### config.mk
export PLATFORM = sky130hd
export DESIGN_NAME = game_input_conditioner
export DESIGN_NICKNAME = d
export VERILOG_FILES = /design/src/rtl/game_input_conditioner.sv
export SDC_FILE = /design/constraint.sdc
export NUM_CORES = 1
export LEC_CHECK = 0
export BUFFER_PORTS_ARGS = -buffer_cell sky130_fd_sc_hd__clkbuf_2
export CAP_MARGIN = 5
export CORE_MARGIN = 1.5
export CORE_UTILIZATION = 61
export CTS_BUF_LIST = sky130_fd_sc_hd__clkbuf_2 sky130_fd_sc_hd__clkbuf_4 sky130_fd_sc_hd__clkbuf_8
export DETAILED_ROUTE_END_ITERATION = 12
export PLACE_DENSITY = 0.82
export SKIP_CTS_REPAIR_TIMING = 1
export SLEW_MARGIN = 40
export SYNTH_ARGS = -nofsm -noshare
export SYNTH_HDL_FRONTEND = slang
export SYNTH_SLANG_ARGS = --single-unit
### constraint.sdc
create_clock -name clock -period 2.85 [get_ports clock]
set_clock_uncertainty 0.1 [all_clocks]
set_input_delay 0.57 -clock clock [delete_from_list [all_inputs] [get_ports clock]]
set_output_delay 0.57 -clock clock [all_outputs]
set_load 0.02 [all_outputs]
### src/rtl/game_input_conditioner.sv
// Input conditioning for the dino game core: synchronized, debounced jump button with a sticky
// press event, plus a per-frame update request (divider or vsync) with overrun accounting.
module game_input_conditioner #(
    parameter int DEBOUNCE_CYCLES = 500000,
    parameter int FRAME_DIV       = 1666667,
    parameter bit USE_VSYNC       = 1'b0
) (
    input  logic        clock,
    input  logic        reset,
    input  logic        btn_raw,
    input  logic        vsync_in,
    input  logic        ack_button,
    input  logic        ack_frame,
    output logic        button_signal,
    output logic        screen_signal,
    output logic        button_level,
    output logic [15:0] frame_count,
    output logic [7:0]  missed_frames
);

    localparam int DB_W  = $clog2(DEBOUNCE_CYCLES);
    localparam int DIV_W = $clog2(FRAME_DIV);
    localparam logic [DB_W-1:0]  DB_LAST  = DB_W'(DEBOUNCE_CYCLES - 1);
    localparam logic [DIV_W-1:0] DIV_LAST = DIV_W'(FRAME_DIV - 1);

    typedef enum logic {IDLE, PENDING} btn_state_t;

    logic             btn_p0, btn_p1;
    logic             vsync_p0, vsync_p1, vsync_p2;
    logic [DB_W-1:0]  db_cnt;
    logic             button_level_d;
    logic             press;
    btn_state_t       state, state_next;
    logic [DIV_W-1:0] div_cnt;
    logic             div_tick, vsync_rise, tick;

    function automatic logic [7:0] sat_inc8(input logic [7:0] value);
        return (value == 8'hFF) ? value : value + 8'd1;
    endfunction

    // Two-flop synchronizers; vsync_p2 is the edge-detect history
    always_ff @(posedge clock) begin
        if (reset) begin
            btn_p0   <= 1'b0;
            btn_p1   <= 1'b0;
            vsync_p0 <= 1'b0;
            vsync_p1 <= 1'b0;
            vsync_p2 <= 1'b0;
        end else begin
            btn_p0   <= btn_raw;
            btn_p1   <= btn_p0;
            vsync_p0 <= vsync_in;
            vsync_p1 <= vsync_p0;
            vsync_p2 <= vsync_p1;
        end
    end

    // Debounce: the level flips only after the synchronized input has disagreed long enough
    always_ff @(posedge clock) begin
        if (reset) begin
            db_cnt         <= '0;
            button_level   <= 1'b0;
            button_level_d <= 1'b0;
        end else begin
            button_level_d <= button_level;
            if (btn_p1 != button_level) begin
                if (db_cnt == DB_LAST) begin
                    button_level <= ~button_level;
                    db_cnt       <= '0;
                end else begin
                    db_cnt <= db_cnt + DB_W'(1);
                end
            end else begin
                db_cnt <= '0;
            end
        end
    end

    assign press = button_level & ~button_level_d;

    always_ff @(posedge clock) begin
        if (reset) state <= IDLE;
        else       state <= state_next;
    end

    // A press arriving with the ack keeps the event pending so it is never lost
    always_comb begin
        state_next = state;
        case (state)
            IDLE:    if (press) state_next = PENDING;
            PENDING: if (ack_button && !press) state_next = IDLE;
            default: state_next = IDLE;
        endcase
    end

    always_comb begin
        button_signal = (state == PENDING);
    end

    always_ff @(posedge clock) begin
        if (reset || USE_VSYNC) begin
            div_cnt <= '0;
        end else if (div_cnt == DIV_LAST) begin
            div_cnt <= '0;
        end else begin
            div_cnt <= div_cnt + DIV_W'(1);
        end
    end

    assign div_tick   = (div_cnt == DIV_LAST);
    assign vsync_rise = vsync_p1 & ~vsync_p2;
    assign tick       = USE_VSYNC ? vsync_rise : div_tick;

    // A tick always sets the request; an unacknowledged pending request counts as a miss
    always_ff @(posedge clock) begin
        if (reset) begin
            screen_signal <= 1'b0;
            frame_count   <= '0;
            missed_frames <= '0;
        end else if (tick) begin
            screen_signal <= 1'b1;
            frame_count   <= frame_count + 16'd1;
            if (screen_signal && !ack_frame) missed_frames <= sat_inc8(missed_frames);
        end else if (ack_frame) begin
            screen_signal <= 1'b0;
        end
    end

endmodule

==> results of run 1 <==
-- cell families (layout without fill, tap and decap cells) --
family | after synthesis | in the layout
xor gates and xnor gates | 28 | 28
and+or+nand+nor | 182 | 182
adders and majority gates | 5 | 5
DFF | 70 | 70
muxes | 7 | 7
AOI/OAI and AO/OA | 61 | 61
buffers and inverters | 23 | 58
-- metrics by stage --
stage	utilization, %	area (um2)
finish	71.38	3692
global route	71.38	3692
CTS	71.38	3692
detailed placement	68.02	3518
global placement	68.02	3518
floorplan	-	3313
-- cells in the final DEF, fill, tap and decap left out, types with 2 or more instances in the layout --
master and count:
or3_1 11, a21oi_1 27, clkinv_2 3, o21ai_0 10
or4_1 14, dfxtp_1 70, inv_1 9, and4b_1 2
nand2_1 17, xor2_1 10, xnor2_1 18, buf_4 3
nor4_1 11, clkbuf_2 31, and4_1 8, or4b_1 2
mux2_2 7, clkbuf_8 11, nand4_1 10, nor2b_1 10
ha_1 5, nor3_1 4, nand2b_1 2, nor2_1 44
nand3_1 24, and3_1 11, and2_1 3, o31ai_1 15
-- registers in the layout, indices dropped and copies added (netlist names) --
signal          flops
div_cnt            21
button_level        1
frame_count        16
btn_p0              1
db_cnt             19
missed_frames       8
button_level_d      1
btn_p1              1
screen_signal       1
button_signal       1
-- per-layer routing --
metal	vias up	track usage, %	routed length (um)
met5	-	0	0
met4	0	8.704	48
met3	6	3.929	267
met2	54	40.09	3325
met1	1355	30.56	3117
li1	1439	-	-
-- area by class of cell --
| class | count | area, um2 |
|---|---|---|
| Clock buffer | 11 | 151.4 |
| Clock inverter | 4 | 22.52 |
| Fill cell | 401 | 1480 |
| Inverter | 9 | 33.78 |
| Multi-Input combinational cell | 283 | 1818 |
| Sequential cell | 70 | 1401 |
| Tap cell | 70 | 87.58 |
| Timing Repair Buffer | 34 | 177.7 |
-- critical path, delay by kind of cell (launching register included) --
| family | cells | cell delay, ps |
|---|---|---|
| AND/OR/NAND/NOR | 3 | 1210 |
| AO/OA/AOI/OAI | 1 | 440 |
| flip-flops | 1 | 340 |
-- how the worst max path moves through the flow --
| stage | start | endpoint | slack [ps] | depth (start not counted) |
|---|---|---|---|---|
| floorplan | db_cnt[10]$_SDFF_PP0_ | db_cnt[10]$_SDFF_PP0_ | 820 | 5 |
| global placement | db_cnt[10]$_SDFF_PP0_ | db_cnt[12]$_SDFF_PP0_ | 670 | 4 |
| detailed placement | db_cnt[10]$_SDFF_PP0_ | db_cnt[7]$_SDFF_PP0_ | 630 | 4 |
| CTS | db_cnt[10]$_SDFF_PP0_ | db_cnt[7]$_SDFF_PP0_ | 610 | 4 |
| global route | div_cnt[3]$_SDFF_PP0_ | frame_count[15]$_SDFFE_PP0P_ | 490 | 4 |
| finish | db_cnt[10]$_SDFF_PP0_ | db_cnt[7]$_SDFF_PP0_ | 620 | 4 |
-- power groups by stage --
stage / combinational, uW / sequential (uW) / clock, uW
final: 34.2 / 989 / 705
after global placement: 32.8 / 1010 / 0
after global routing: 38.0 / 989 / 757
after detailed placement: 34.1 / 1010 / 0
after CTS: 34.3 / 988 / 717
after floorplan: 25.2 / 1010 / 0
==> metrics.txt, run 1 <==
Worst EP arrival 2330 ps; Synth Area per Inst 8.812 um2; Sink Count 70; Synth area leaders dfxtp_1 (42%), nor2_1 (5.0%), xnor2_1 (4.8%); final setup margin 618.1 ps; Setup TNS 0 ps; Hold Crit Depth 2; CTS tree yes; Hold Crit Endpoint btn_p0$_SDFF_PP0_; Post-Synth Adder-Cell Area 1.888%; vias per inst ~5.9; type of the tightest min-delay check in -> reg; WL final 6.758 mm; switching pwr around 380 uW; die area 0.005883 mm2; slew of the pin with the lowest slew margin 627.0 ps; hold path start btn_raw; First-pass DRT Iterations 4; Post-synth top cells dfxtp_1 (70), nor2_1 (44), a21oi_1 (27); CTS H-tree depth 3; core area between 0.005 and 0.006 mm2; synthesized area ~0.0033 mm2; largest net degree at the start of global routing 37; total CTS buffers 9; Clk pin slew, worst setup/hold paths 70 ps; Fin. Hold Viols 0; Slowest-stage cell, CP or4_4; Syn Inst Count about 380; xor/xnor share of the synthesized area 7.402%; fin crit period 2232 ps; pre-CTS setup slack about 630 ps; Buffers on Ports 31; Crit Path Class reg -> reg; Seq pwr share 57.2%; clock insertion delay at the later pin of the skew report 340 ps; CP cell instances or4b_1 > or4_4 > o21ai_4 > nor2_1; Syn Nets 387; Max FO, Critical Path 19; CP max stage delay 590 ps; initial antenna violation count 0; Distinct cells, synth 44; Max Fclk 0.4481 GHz; Initial Util 64.05%; nets 418; Iter 0 DRT Violations around 180; Post-synth EDFFs 0; post-synth top area share between 40% and 50%; most frequent cell after synthesis dfxtp_1; Rows 26; Die W 76.70 um; P per Cell Area 467.8 mW/mm2; Syn-to-layout area delta 11.44%; largest family of logic cells by synthesized area simple AND/OR/NAND/NOR gates; Setup Viol. Count Final 0; Worst setup EP type flip-flop; share of cells above drive strength 1 15.33%; post-synthesis sequential area ratio ~42%; vias in the first global route 2567; Synth Flop Type dfxtp_1; Yosys top cell by area dfxtp_1; CTS Buffer Depth 2; Yosys reg bits 70; antenna viol nets, final 0; Power Internal roughly 1300 uW; routed length per placed instance between 10 and 15 um; sw frac 21.98%; Startpoint Class flip-flop; period utilization 78.31%; root buf cell clkbuf_8; HPWL Detailed 4.685 mm; I/O pin cnt 33; worst path required time 2950 ps; yosys warns 0; die height 76.70 um; Overflow after GRT 0; GPL Wtd Cong ~0.82; Max-Cap Viols 0; Slew HR just under 60%; unrepaired setup endpoints after global routing false; Antenna Cells 0; gr usage total a little under a quarter; Compound-Gate Fraction of Synth Area 11.52%; Clk network pwr share between 40% and 50%; Crit Reg-Reg Endpoint db_cnt[7]$_SDFF_PP0_; Reg-to-Reg Start db_cnt[10]$_SDFF_PP0_; first-pass GRT wire length 11.48 mm; Worst IR Drop VDD around 0.00044 V; reg2reg path depth 4; Async S/R FF share, synth 0%; Tot Pwr 1727 uW; Leak 0.001252 uW; fin cells 481; Comb pwr share 2.0%; DR vias approximately 2900; Reg2Reg Setup Slack 620 ps; DRC 0; mux contribution to synthesized area under 10%; simple-gate share of the synthesized area 31.68%; status complete, no violations; pins over their slew limit 0; # placed instances approximately 470; Hold Slack 357.9 ps
Power figures use the tool's default switching activity.
==> run 2: changes to the inputs <==
--- a/config.mk
+++ b/config.mk
@@ -5,13 +5,14 @@
 export SDC_FILE = /design/constraint.sdc
 export NUM_CORES = 1
 export LEC_CHECK = 0
+export ABC_AREA = 1
 export BUFFER_PORTS_ARGS = -buffer_cell sky130_fd_sc_hd__clkbuf_2
 export CAP_MARGIN = 5
 export CORE_MARGIN = 1.5
-export CORE_UTILIZATION = 61
+export CORE_UTILIZATION = 56
 export CTS_BUF_LIST = sky130_fd_sc_hd__clkbuf_2 sky130_fd_sc_hd__clkbuf_4 sky130_fd_sc_hd__clkbuf_8
 export DETAILED_ROUTE_END_ITERATION = 12
-export PLACE_DENSITY = 0.82
+export PLACE_DENSITY = 0.79
 export SKIP_CTS_REPAIR_TIMING = 1
 export SLEW_MARGIN = 40
 export SYNTH_ARGS = -nofsm -noshare
==> constraint.sdc (replaced) <==
create_clock -name clock -period 1.98 [get_ports clock]
set_clock_uncertainty 0.1 [all_clocks]
set_input_delay 0.396 -clock clock [delete_from_list [all_inputs] [get_ports clock]]
set_output_delay 0.396 -clock clock [all_outputs]
set_load 0.02 [all_outputs]
==> run 2 against run 1 <==
Against the previous run: design area grew 15%; synthesized area grew 16%; utilization shrank 7.9 points; register-to-register slack got worse by 440 ps; critical endpoint is now div_cnt[14]$_SDFF_PP0_; largest cell class unchanged; highest routed layer unchanged.
==> metrics.txt, run 2 <==
HPWL Detailed 6.083 mm (+30%); core area 0.006719 mm2 (+30%); Clk pin slew, worst setup/hold paths 90 ps (+20 ps); first-pass GRT wire length 14.21 mm (+24%); Distinct cells, synth 34 (-23%); Top cell by count, worst path nand2_1; Sink Count 70 (unchanged); Worst EP arrival 1940 ps (-390 ps); Slowest-stage cell, CP dfxtp_1; I/O pin cnt 33 (unchanged); hold path start btn_raw; Leak 0.001583 uW (+26%); CTS tree yes; post-synth top area share 36.35% (-5.9 points); biggest regs div_cnt (21), db_cnt (19), frame_count (16); Rows 30 (+15%); synthesized area 0.003855 mm2 (+16%); GPL Wtd Cong 0.8860 (+8.2%); nets 637 (+52%); routed length per placed instance 11.56 um (-18%); period utilization 90.80% (+12 points); Max Fclk 0.5562 GHz (+24%); CP max stage delay 370 ps (-220 ps); Reg-to-Reg Start div_cnt[0]$_SDFF_PP0_; WL final 8.216 mm (+22%); Slew HR 69.43% (+11 points); Synth area leaders dfxtp_1 (36%), nand2_1 (15%), nor2_1 (9.4%); Max FO, Critical Path 5 (-14); status complete, no violations; Syn Nets 601 (+55%); Buffers on Ports 31 (unchanged); leading cell types in the layout, fill and taps excluded nand2_1 (158), nor2_1 (97), inv_1 (74), dfxtp_1 (70), nand3_1 (38); Yosys top cell by area dfxtp_1; Startpoint Class flip-flop; CTS H-tree depth 3 (unchanged); worst path required time 2120 ps (-830 ps); Setup TNS 0 ps (unchanged); die area 0.007391 mm2 (+26%); share of cells above drive strength 1 13.00% (-2.3 points); Antenna Cells 0 (unchanged); Synth Flop Type dfxtp_1; max reg flops 21 (unchanged); Syn Inst Count 590 (+57%); die height 85.97 um (+12%); Worst IR Drop VDD 0.0003757 V (-15%); gr usage total 23.81% (+0.029 points); vias per inst 5.286 (-11%); register name with the most flops div_cnt; root buf cell clkbuf_8; pins over their slew limit 0 (unchanged); Overflow after GRT 0 (unchanged); Post-synth EDFFs 0 (unchanged); DR vias 3758 (+32%); total CTS buffers 9 (unchanged); clock insertion delay at the later pin of the skew report 360 ps (+20 ps); CP cell instances ha_1 > nand2_1 > inv_1 > nand2_1 > inv_1 > nand2_1 > nor3b_1 > nand2_1 > nand2_1 > nor2_1; Synth Area per Inst 6.534 um2 (-26%); yosys warns 0 (unchanged); unrepaired setup endpoints after global routing false; initial antenna violation count 0 (unchanged); Crit Path Class reg -> reg; CP top delay family simple AND/OR/NAND/NOR gates; Syn-to-layout area delta 10.61%; Initial Util 57.37% (-6.7 points); slew of the pin with the lowest slew margin 456.9 ps (-170.1 ps); leading cell type in the layout, fill and taps excluded nand2_1; Die W 85.97 um (+12%); Post-synth top cells nand2_1 (158), nor2_1 (97), inv_1 (74); vias in the first global route 3374 (+31%); Setup Viol. Count Final 0 (unchanged); type of the tightest min-delay check in -> reg; Async S/R FF share, synth 0% (unchanged); First-pass DRT Iterations 5 (+1); Yosys reg bits 70 (unchanged); fillers 602 (+50%); Iter 0 DRT Violations 209 (+17%); Final Util 63.46% (-7.9 points); Fin. Hold Viols 0 (unchanged); antenna viol nets, final 0 (unchanged); Max-Cap Viols 0 (unchanged); P per Cell Area 619.0 mW/mm2 (+32%); Tot Pwr 2640 uW (+53%); DRC 0 (unchanged); post-synthesis sequential area ratio 36.35% (-5.9 points); largest net degree at the start of global routing 20 (-46%); crit path launch div_cnt[0]$_SDFF_PP0_; CTS Buffer Depth 2 (unchanged); Worst setup EP type flip-flop; Worst Path Buf+Inv 2 (+2); most frequent cell after synthesis nand2_1; fin crit period 1798 ps (-434.1 ps)
-- run 2: cell count changes in the layout (fill, tap and decap cells not counted), sizes merged, moves of 12 or more --
cell	delta
inv	+71
nor2	+64
nand4	+15
o31ai	-14
nand2	+148
nor4	-12
or4	-15
nand3	+15
-- run 2: path summary, 6_finish.rpt --
kind                                   end  slack [ps]  cells past startpoint
setup / recovery    div_cnt[14]$_SDFF_PP0_         180                     10
hold / removal           btn_p0$_SDFF_PP0_         120                      3
setup reg to reg    div_cnt[14]$_SDFF_PP0_         180                     10
hold reg to reg   button_signal$_SDFF_PP0_         320                      1
-- run 2: where the power goes --
group	switching, uW	internal [uW]	total [uW]
logic	35.6	17.5	53.1
registers	6.54	1410	1420
clock network	580	585	1170
-- run 2: cell type report --
cell class / count / area, um2 / share of cell area [%]
clock inverter: 7 / 73.82 / 1.731
clock buffer: 9 / 123.9 / 2.905
multi-input combinational: 430 / 2081 / 48.80
inverter: 81 / 306.5 / 7.189
tap: 80 / 100.1 / 2.347
sequential: 70 / 1401 / 32.86
timing repair buffer: 34 / 177.7 / 4.167
-- run 2: stage by stage --
step	cell area [um2]	instances	setup WS, ps	hold WS, ps
4_1_cts	4264	711	179.5	109.7
3_5_place_dp	4066	695	252.7	303.7
3_3_place_gp	4066	695	281.6	300.3
2_1_floorplan	3855	590	452.8	288.3
5_1_grt	4264	711	6.880	100.8
6_report	4264	711	182.2	116.0
-- run 2: metal layers --
layer  routed length [um]  up-vias  track usage, %
li1                     -     1938               -
met1                 3687     1707           28.87
met2                 4029      103           41.52
met3                  408       10           6.064
met4                   91        0           7.185
met5                    0        -               0
-- run 2: tightest hold or removal path, stage by stage --
cell	delay, ps
clkbuf_2	80
inv_1	40
nor2_1	30
-- run 2: kinds of logic (layout without fill, tap and decap cells) --
logic type | Yosys count | count (layout) | synth area share (%)
compound gates | 47 | 47 | 6.394
buf+inv | 90 | 131 | 9.672
simple gates | 362 | 362 | 42.32
fa+ha+maj | 5 | 5 | 1.623
flops | 70 | 70 | 36.35
xor+xnor | 16 | 16 | 3.635
